`src/rtl/signature_pattern_table.sv`:
```
// Programmable table of authorised signature patterns with per-field wildcards.
// Each query is scanned one entry per cycle; the lowest matching enabled entry wins.
//
// state | meaning
// IDLE  | table writable, waiting for a query
// SCAN  | comparing the held query against entry r_idx
// RESP  | result presented until downstream takes it
module signature_pattern_table #(
    parameter int FIELD_W = 8,
    parameter int DEPTH   = 8,
    parameter int CNT_W   = 16,
    localparam int IDX_W  = $clog2(DEPTH)
) (
    input  logic               clk,
    input  logic               rst,
    input  logic               cfg_we,
    output logic               cfg_ready,
    input  logic [IDX_W-1:0]   cfg_addr,
    input  logic               cfg_en,
    input  logic [3:0]         cfg_mask,
    input  logic [FIELD_W-1:0] cfg_region,
    input  logic [FIELD_W-1:0] cfg_auth_level,
    input  logic [FIELD_W-1:0] cfg_expiry,
    input  logic [FIELD_W-1:0] cfg_signature_id,
    input  logic               req_valid,
    output logic               req_ready,
    input  logic [FIELD_W-1:0] region,
    input  logic [FIELD_W-1:0] auth_level,
    input  logic [FIELD_W-1:0] expiry,
    input  logic [FIELD_W-1:0] signature_id,
    output logic               rsp_valid,
    input  logic               rsp_ready,
    output logic               rsp_match,
    output logic [IDX_W-1:0]   rsp_idx,
    input  logic               cnt_clr,
    output logic [CNT_W-1:0]   hit_count
);

    typedef enum logic [1:0] {
        ST_IDLE = 2'd0,
        ST_SCAN = 2'd1,
        ST_RESP = 2'd2
    } state_t;

    state_t r_state;
    state_t w_state_nxt;

    logic [DEPTH-1:0]   r_en;
    logic [3:0]         r_tbl_mask   [DEPTH];
    logic [FIELD_W-1:0] r_tbl_region [DEPTH];
    logic [FIELD_W-1:0] r_tbl_auth   [DEPTH];
    logic [FIELD_W-1:0] r_tbl_exp    [DEPTH];
    logic [FIELD_W-1:0] r_tbl_sig    [DEPTH];

    logic [FIELD_W-1:0] r_q_region;
    logic [FIELD_W-1:0] r_q_auth;
    logic [FIELD_W-1:0] r_q_exp;
    logic [FIELD_W-1:0] r_q_sig;

    logic [IDX_W-1:0]   r_idx;
    logic               r_rsp_match;
    logic [IDX_W-1:0]   r_rsp_idx;
    logic [CNT_W-1:0]   r_hit_count;

    logic w_cfg_wr;
    logic w_accept;
    logic w_hit;
    logic w_last;
    logic w_xfer;

    assign cfg_ready = (r_state == ST_IDLE) && !rst;
    assign req_ready = (r_state == ST_IDLE) && !rst;
    assign rsp_valid = (r_state == ST_RESP);
    assign rsp_match = r_rsp_match;
    assign rsp_idx   = r_rsp_idx;
    assign hit_count = r_hit_count;

    assign w_cfg_wr = cfg_we && cfg_ready;
    assign w_accept = req_valid && req_ready;
    assign w_last   = (r_idx == IDX_W'(DEPTH - 1));
    assign w_xfer   = rsp_valid && rsp_ready;

    // A masked field always compares true.
    assign w_hit = r_en[r_idx]
                && (r_tbl_mask[r_idx][0] || (r_tbl_region[r_idx] == r_q_region))
                && (r_tbl_mask[r_idx][1] || (r_tbl_auth[r_idx]   == r_q_auth))
                && (r_tbl_mask[r_idx][2] || (r_tbl_exp[r_idx]    == r_q_exp))
                && (r_tbl_mask[r_idx][3] || (r_tbl_sig[r_idx]    == r_q_sig));

    always_ff @(posedge clk) begin
        if (rst) begin
            r_state <= ST_IDLE;
        end else begin
            r_state <= w_state_nxt;
        end
    end

    always_comb begin
        w_state_nxt = r_state;
        case (r_state)
            ST_IDLE: if (w_accept)         w_state_nxt = ST_SCAN;
            ST_SCAN: if (w_hit || w_last)  w_state_nxt = ST_RESP;
            ST_RESP: if (rsp_ready)        w_state_nxt = ST_IDLE;
            default:                       w_state_nxt = ST_IDLE;
        endcase
    end

    always_ff @(posedge clk) begin
        if (rst) begin
            r_en <= '0;
        end else if (w_cfg_wr) begin
            r_en[cfg_addr] <= cfg_en;
        end
    end

    // Pattern contents are don't-care while disabled, so they carry no reset.
    always_ff @(posedge clk) begin
        if (w_cfg_wr) begin
            r_tbl_mask[cfg_addr]   <= cfg_mask;
            r_tbl_region[cfg_addr] <= cfg_region;
            r_tbl_auth[cfg_addr]   <= cfg_auth_level;
            r_tbl_exp[cfg_addr]    <= cfg_expiry;
            r_tbl_sig[cfg_addr]    <= cfg_signature_id;
        end
    end

    always_ff @(posedge clk) begin
        if (w_accept) begin
            r_q_region <= region;
            r_q_auth   <= auth_level;
            r_q_exp    <= expiry;
            r_q_sig    <= signature_id;
        end
    end

    always_ff @(posedge clk) begin
        if (rst) begin
            r_idx       <= '0;
            r_rsp_match <= 1'b0;
            r_rsp_idx   <= '0;
        end else begin
            case (r_state)
                ST_IDLE: begin
                    if (w_accept) r_idx <= '0;
                end
                ST_SCAN: begin
                    if (w_hit) begin
                        r_rsp_match <= 1'b1;
                        r_rsp_idx   <= r_idx;
                    end else if (w_last) begin
                        r_rsp_match <= 1'b0;
                        r_rsp_idx   <= '0;
                    end else begin
                        r_idx <= r_idx + IDX_W'(1);
                    end
                end
                default: ;
            endcase
        end
    end

    always_ff @(posedge clk) begin
        if (rst || cnt_clr) begin
            r_hit_count <= '0;
        end else if (w_xfer && r_rsp_match && (r_hit_count != {CNT_W{1'b1}})) begin
            r_hit_count <= r_hit_count + CNT_W'(1);
        end
    end

endmodule

```
`config.mk`:
```
export PLATFORM = sky130hd
export DESIGN_NAME = signature_pattern_table
export DESIGN_NICKNAME = d
export VERILOG_FILES = /design/src/rtl/signature_pattern_table.sv
export SDC_FILE = /design/constraint.sdc
export NUM_CORES = 1
export LEC_CHECK = 0
export CAP_MARGIN = 15
export CORE_MARGIN = 1
export CORE_UTILIZATION = 42
export DETAILED_ROUTE_END_ITERATION = 7
export PLACE_DENSITY = 0.57
export SLEW_MARGIN = 20
export SYNTH_ARGS = -nofsm -noshare
export SYNTH_HDL_FRONTEND = slang
export SYNTH_SLANG_ARGS = --single-unit
```
`constraint.sdc`:
```
create_clock -name clk -period 11 [get_ports clk]
set_clock_uncertainty 0.1 [all_clocks]
set_input_delay 1.65 -clock clk [delete_from_list [all_inputs] [get_ports clk]]
set_output_delay 1.65 -clock clk [all_outputs]
set_load 0.1 [all_outputs]
```
# Yosys cells after proc, flatten, opt, wreduce, memory -nomap -nowiden
# Memories as Yosys holds them, arrays and structs flattened. A register that Yosys moved wholly into a read port is not among the register bits.
# Cells that the tools add are included.
dict set report word_totals {
  reg_bits 65
  ramBits 288
  in_bits 78
  out_inout_bits 23
  wordCells 86
  memories 5
}
dict set report op_classes {
  addsub 2
  magnitude_cmp 3
  n_eq_ne 13
  muxes 29
  reduce_logical 24
}
# memory words width rd rd_clocked_by_memory_dff write_ports line
set mem_list {}
lappend mem_list {r_tbl_auth 8 8 1 1 1 51} ;# logic [FIELD_W-1:0] r_tbl_auth [DEPTH];
lappend mem_list {r_tbl_exp 8 8 1 1 1 52} ;# logic [FIELD_W-1:0] r_tbl_exp [DEPTH];
lappend mem_list {r_tbl_region 8 8 1 1 1 50} ;# logic [FIELD_W-1:0] r_tbl_region [DEPTH];
lappend mem_list {r_tbl_sig 8 8 1 1 1 53} ;# logic [FIELD_W-1:0] r_tbl_sig [DEPTH];
lappend mem_list {r_tbl_mask 8 4 1 1 1 49} ;# logic [3:0] r_tbl_mask [DEPTH];
# cell n
set ops {}
lappend ops {{3-bit 2-to-1 mux} 15}
lappend ops {{8-bit == test} 4}
lappend ops {{16-bit by 1-bit adder with 16-bit output, second input constant} 1}
lappend ops {{16-bit inequality test, second input constant} 1}
lappend ops {{1-bit logical AND} 11}
lappend ops {{8-bit bitwise mux} 1}
lappend ops {{3-bit by 4-bit less-than comparator with 1-bit output, second input constant} 2}
lappend ops {{2-bit inequality test, second input constant} 4}
lappend ops {{1-bit logical OR} 6}
lappend ops {{1-bit 2-to-1 mux} 6}
lappend ops {{2-bit 2-to-1 mux} 3}
lappend ops {{2-bit case mux with 3 select lines} 1}
lappend ops {{3-bit case mux with 2 select lines} 1}
lappend ops {{4-bit AND reduction} 1}
lappend ops {{2-bit nonzero test} 2}
lappend ops {{3-bit by 1-bit adder with 3-bit output, second input constant} 1}
lappend ops {{1-bit binary-select mux with 3-bit select} 1}
lappend ops {{1-bit demux with 3-bit select} 1}
lappend ops {{3-bit == test, second input constant} 1}
lappend ops {{3-bit by 1-bit >= comparator with 1-bit output, second input constant} 1}
lappend ops {{3-bit AND reduction} 1}
lappend ops {{2-bit by 1-bit == test with 1-bit output, second input constant} 1}
lappend ops {{2-bit == test, second input constant} 1}
lappend ops {{2-bit zero test} 1}
lappend ops {{3 further kinds} 3}

# Longest topological paths before layout
dict set report logic_depth {
  ltp_word 10
  ltp_mapped 12
  ltp_nobuf 9
}

# Worst setup path before layout
# OpenSTA, ideal clock, no wires.
dict set report synth_timing {
  path_kind {input to register}
  start {input rst}
  end {register r_en[0]}
  setup_ps 128
  arrival_time_ps 7680
  t_required_ps 10772
  path_slack_ps 3093
  stages 6
  path_buffers 1
  cell_sequence {clkbuf_1 -> nor3_1 -> nand3b_1 -> nor3_1 -> mux2i_1 -> nor2_1}
}
dict set report synth_between {
  elab_chain_cells 3
}
# item line
set synth_lines {}
lappend synth_lines {{start: declaration} 15} ;# input logic rst,
lappend synth_lines {{1-bit zero test} 71} ;# assign cfg_ready = (r_state == ST_IDLE) && !rst;
lappend synth_lines {{1-bit logical AND} 71}
lappend synth_lines {{named net cfg_ready} 17} ;# output logic cfg_ready,
lappend synth_lines {{1-bit logical AND} 78} ;# assign w_cfg_wr = cfg_we && cfg_ready;
lappend synth_lines {{end signal: indexed assignment} 112} ;# r_en[cfg_addr] <= cfg_en;
lappend synth_lines {{end: declaration} 48} ;# logic [DEPTH-1:0] r_en;
# The timed path passes the listed nets, and every way through them passes these cells.
# A chain may end at the register's enable or synchronous reset.

# Worst setup path after layout
dict set report layout_timing {
  start {input rst}
  end {output req_ready}
}
dict set report layout_between {
  elab_chain_cells 2
}
# item line
set layout_lines {}
lappend layout_lines {{1-bit zero test} 72} ;# assign req_ready = (r_state == ST_IDLE) && !rst;
lappend layout_lines {{1-bit logical AND} 72}
lappend layout_lines {{end: declaration} 26} ;# output logic req_ready,
# No other way between the ends.

==> results.txt <==
The run finished with clean final reports. Dividing the detail-routed via count by the number of cells gives 5.31. The tree is rooted in a clkbuf_16. The fraction of final layout cells with drive strength greater than 1 came out at 0.158. The remaining antenna violation count is 0. Across all register-to-register paths, the minimum setup slack is 6.68 ns.

The final HPWL from detailed placement is 16,000 um. The cell count of the worst hold path came out at 2. The endpoint identified for the worst register-to-register timing path is rsp_idx[0]$_SDFFE_PP0P_. The number of clock sinks is 356.

The detailed-route wire length per cell came out at 21.4 um. The area fraction of the dominant cell type after synthesis came out at 0.692. The pin count of the biggest net entering global routing is 58.

The clock passes through at most 3 buffers. The kind of capture point of the worst setup path is an output port. Ranked by total cell area, the synthesized netlist is headed by edfxtp_1 69%, mux4_2 7.9%, dfxtp_1 5.2%, mux2i_1 4.5%, xnor2_1 1.1%.

The mapped netlist covers 0.0139 mm^2. The critical path data arrival time is 4.29 ns. For this design the total switching power over the nets is 0.000592 W. Setup violations remaining at the end of the flow were counted as 0. The net count after synthesis is 818. The smallest hold slack is 0.389 ns. The via count of the first global-routing pass came out at 7,338. The number of DRC violations after detailed-routing iteration 0 came out at 436.

For this design the static power due to leakage is 5.13 nW. The combinational share of power is 0.057. The final hold violation count came out at 0. The biggest area contributor in the post-synthesis netlist is edfxtp_1. After the last flow step, the layout net total stands at 937. The required arrival time at the worst endpoint came out at 9.25 ns. The max-capacitance violation count is 0. The initial antenna violation count is 0.

The growth of design area from synthesis to finish is 20.0%. The global-route wire length before repair is 43,100 um. The number of placement rows is 66. STA classifies the critical path startpoint as a primary input. The total via count in the routed design came out at 7,050. The top fanout value on the critical path came out at 19. Counting instances in the post-synthesis netlist gives the leading cell types as 320 x edfxtp_1, 63 x mux2i_1, 49 x mux4_2. Of the total power, the clock network draws 0.432. The worst hold path belongs to the class reg -> reg. The worst hold path begins at rsp_idx[2]$_SDFFE_PP0P_. Gates resized during post-CTS repair numbered 0. The max-slew headroom at the worst pin is 0.247.

The area of the die is 0.0338 mm^2. The measured slew at the worst slew-check pin came out at 1.13 ns. The power density over the cells is 177 mW/mm^2. Wires add up to 28,400 um. The number of buffers added for setup after CTS came out at 0.

The placeable core area came out at 0.0325 mm^2. The fraction of the cycle the final worst path needs came out at 0.550. The number of synthesized register bits is 356.

The share of flip-flops with an asynchronous set or reset after synthesis is 0. The synthesized instance count is 737. The number of optimization iterations in the first detailed-route pass is 5. The total routing usage reported by global routing came out at 0.172.

The number of distinct standard cells referenced by the synthesized netlist is 53. The proportion of total power due to net switching is 0.201. The peak ir drop on the vdd network came out at 0.0889 mV.

Global routing finished with a remaining overflow of 0. The insertion delay of the later-clocked pin in the worst-skew pair came out at 0.51 ns. The synthesized area divided by synthesized cell count came out at 18.8 um^2. Routability-driven placement finished with a final weighted congestion of 0.803. During placement, the flow inserted port buffers numbering 100. Internal power comes to 0.00236 W. The max-slew violation total from the final report was 0. The number of remaining DRC errors is 0.

The starting density of the core came out at 0.427. For this design, the CTS-stage hold fixing added 0 buffers. Static timing analysis puts the maximum clock frequency at 0.165 GHz.

The final total negative setup slack is 0 ns. The most common cell in the synthesized netlist is edfxtp_1. The count of fill cells added during filler insertion came out at 2,653. The vertical die dimension is 184 um. The fraction of power consumed by sequential logic came out at 0.512. Setup repair after global routing left no endpoint under its margin.

The path depth of the worst reg2reg path came out at 9. The number of placed I/O pins came out at 101. The number of warnings issued by yosys is 0.

The share of synthesized area occupied by flip-flops and latches came out at 0.744. The die outline width came out at 184 um. TritonCTS built the clock tree. The post-layout minimum cycle time is 6.04 ns.

Among all flip-flop cells after synthesis, the most frequent one is edfxtp_1. The clock tree synthesis step divided the H-tree into 2 levels. The worst setup path is of the in -> out kind. The number of inserted diodes came out at 0.

The path with the worst hold slack has its endpoint at rsp_idx[2]$_SDFFE_PP0P_. Clock-pin slew was measured on the worst setup and hold paths at 0.06 ns. The clock buffer count from CTS is 38.

The number of synthesized flops with an enable pin is 320.
state kept, by name (all words and copies together), names as in the netlist, 16 cells and up, named ones only:
register,flops
r_tbl_region,64
r_tbl_sig,64
r_tbl_mask,32
r_tbl_exp,64
r_tbl_auth,64
hit_count,16
critical path: stages:
cell and delay, ns:
clkdlybuf4s50_1 0.74, nor3_1 0.63, clkdlybuf4s50_1 1.26
logic make-up after synthesis:
logic type | synth area share
flip-flops | 0.744
multiplexers | 0.136
AND/OR/NAND/NOR | 0.0424
AO/OA/AOI/OAI | 0.0368
buffers and inverters | 0.0162
XOR/XNOR | 0.0221
adder cells (fa/ha/maj) | 0.00270
area by class of cell:
| class | instances | area [um^2] | share of cell area |
|---|---|---|---|
| flip-flops and latches | 356 | 10300 | 0.621 |
| clock inverters | 21 | 199 | 0.0119 |
| inverters | 7 | 26.3 | 0.00158 |
| repair buffers | 111 | 1080 | 0.0650 |
| well taps | 442 | 553 | 0.0332 |
| clock buffers | 49 | 1080 | 0.0646 |
| multi-input cells | 342 | 3380 | 0.203 |
worst max-delay path by stage:
stage | from | to | depth (start not counted)
2_1_floorplan | rst | r_en[0]$_SDFFE_PP0P_ | 6
3_3_place_gp | rst | req_ready | 3
3_5_place_dp | rst | req_ready | 3
4_1_cts | rst | req_ready | 3
5_1_grt | rst | req_ready | 3
6_report | rst | req_ready | 3
metal layers:
metal	share of wire	wire length, um	global-route usage	vias to the layer above
met1	0.44	12600	0.228	3633
met5	0	0	0	-
li1	-	-	-	3204
met2	0.50	14100	0.296	169
met3	0.041	1170	0.0263	44
met4	0.019	539	0.0450	0
placed cells by master, fill, tap and decap left out, types with 11 or more instances in the layout:
master / instances
buf_4: 11
nand3_1: 14
clkdlybuf4s50_1: 100
mux2i_1: 63
a22oi_1: 18
edfxtp_1: 320
a21oi_1: 16
nor2_1: 20
nand2_1: 20
clkbuf_16: 41
dfxtp_1: 33
xor2_1: 17
mux4_2: 49
xnor2_1: 18
power groups by stage:
stage	registers [W]	clock network [W]	logic, W
final	0.00151	0.00127	0.000167
after global routing	0.00151	0.00136	0.000181
after CTS	0.00151	0.00131	0.000171
after detailed placement	0.00154	0	0.000170
after global placement	0.00154	0	0.000165
after floorplan	0.00153	0	0.000109
per-stage QoR:
step	instances	utilization	total power [W]	cell area [um^2]	worst slack, ns
floorplan	737	-	0.00164	13900	3.09
global placement	1258	0.473	0.00170	15400	5.05
detailed placement	1258	0.473	0.00171	15400	4.99
CTS	1328	0.512	0.00299	16700	4.97
global route	1328	0.512	0.00305	16700	4.85
finish	1328	0.512	0.00295	16700	4.96
(Power assumes the default switching activity.)
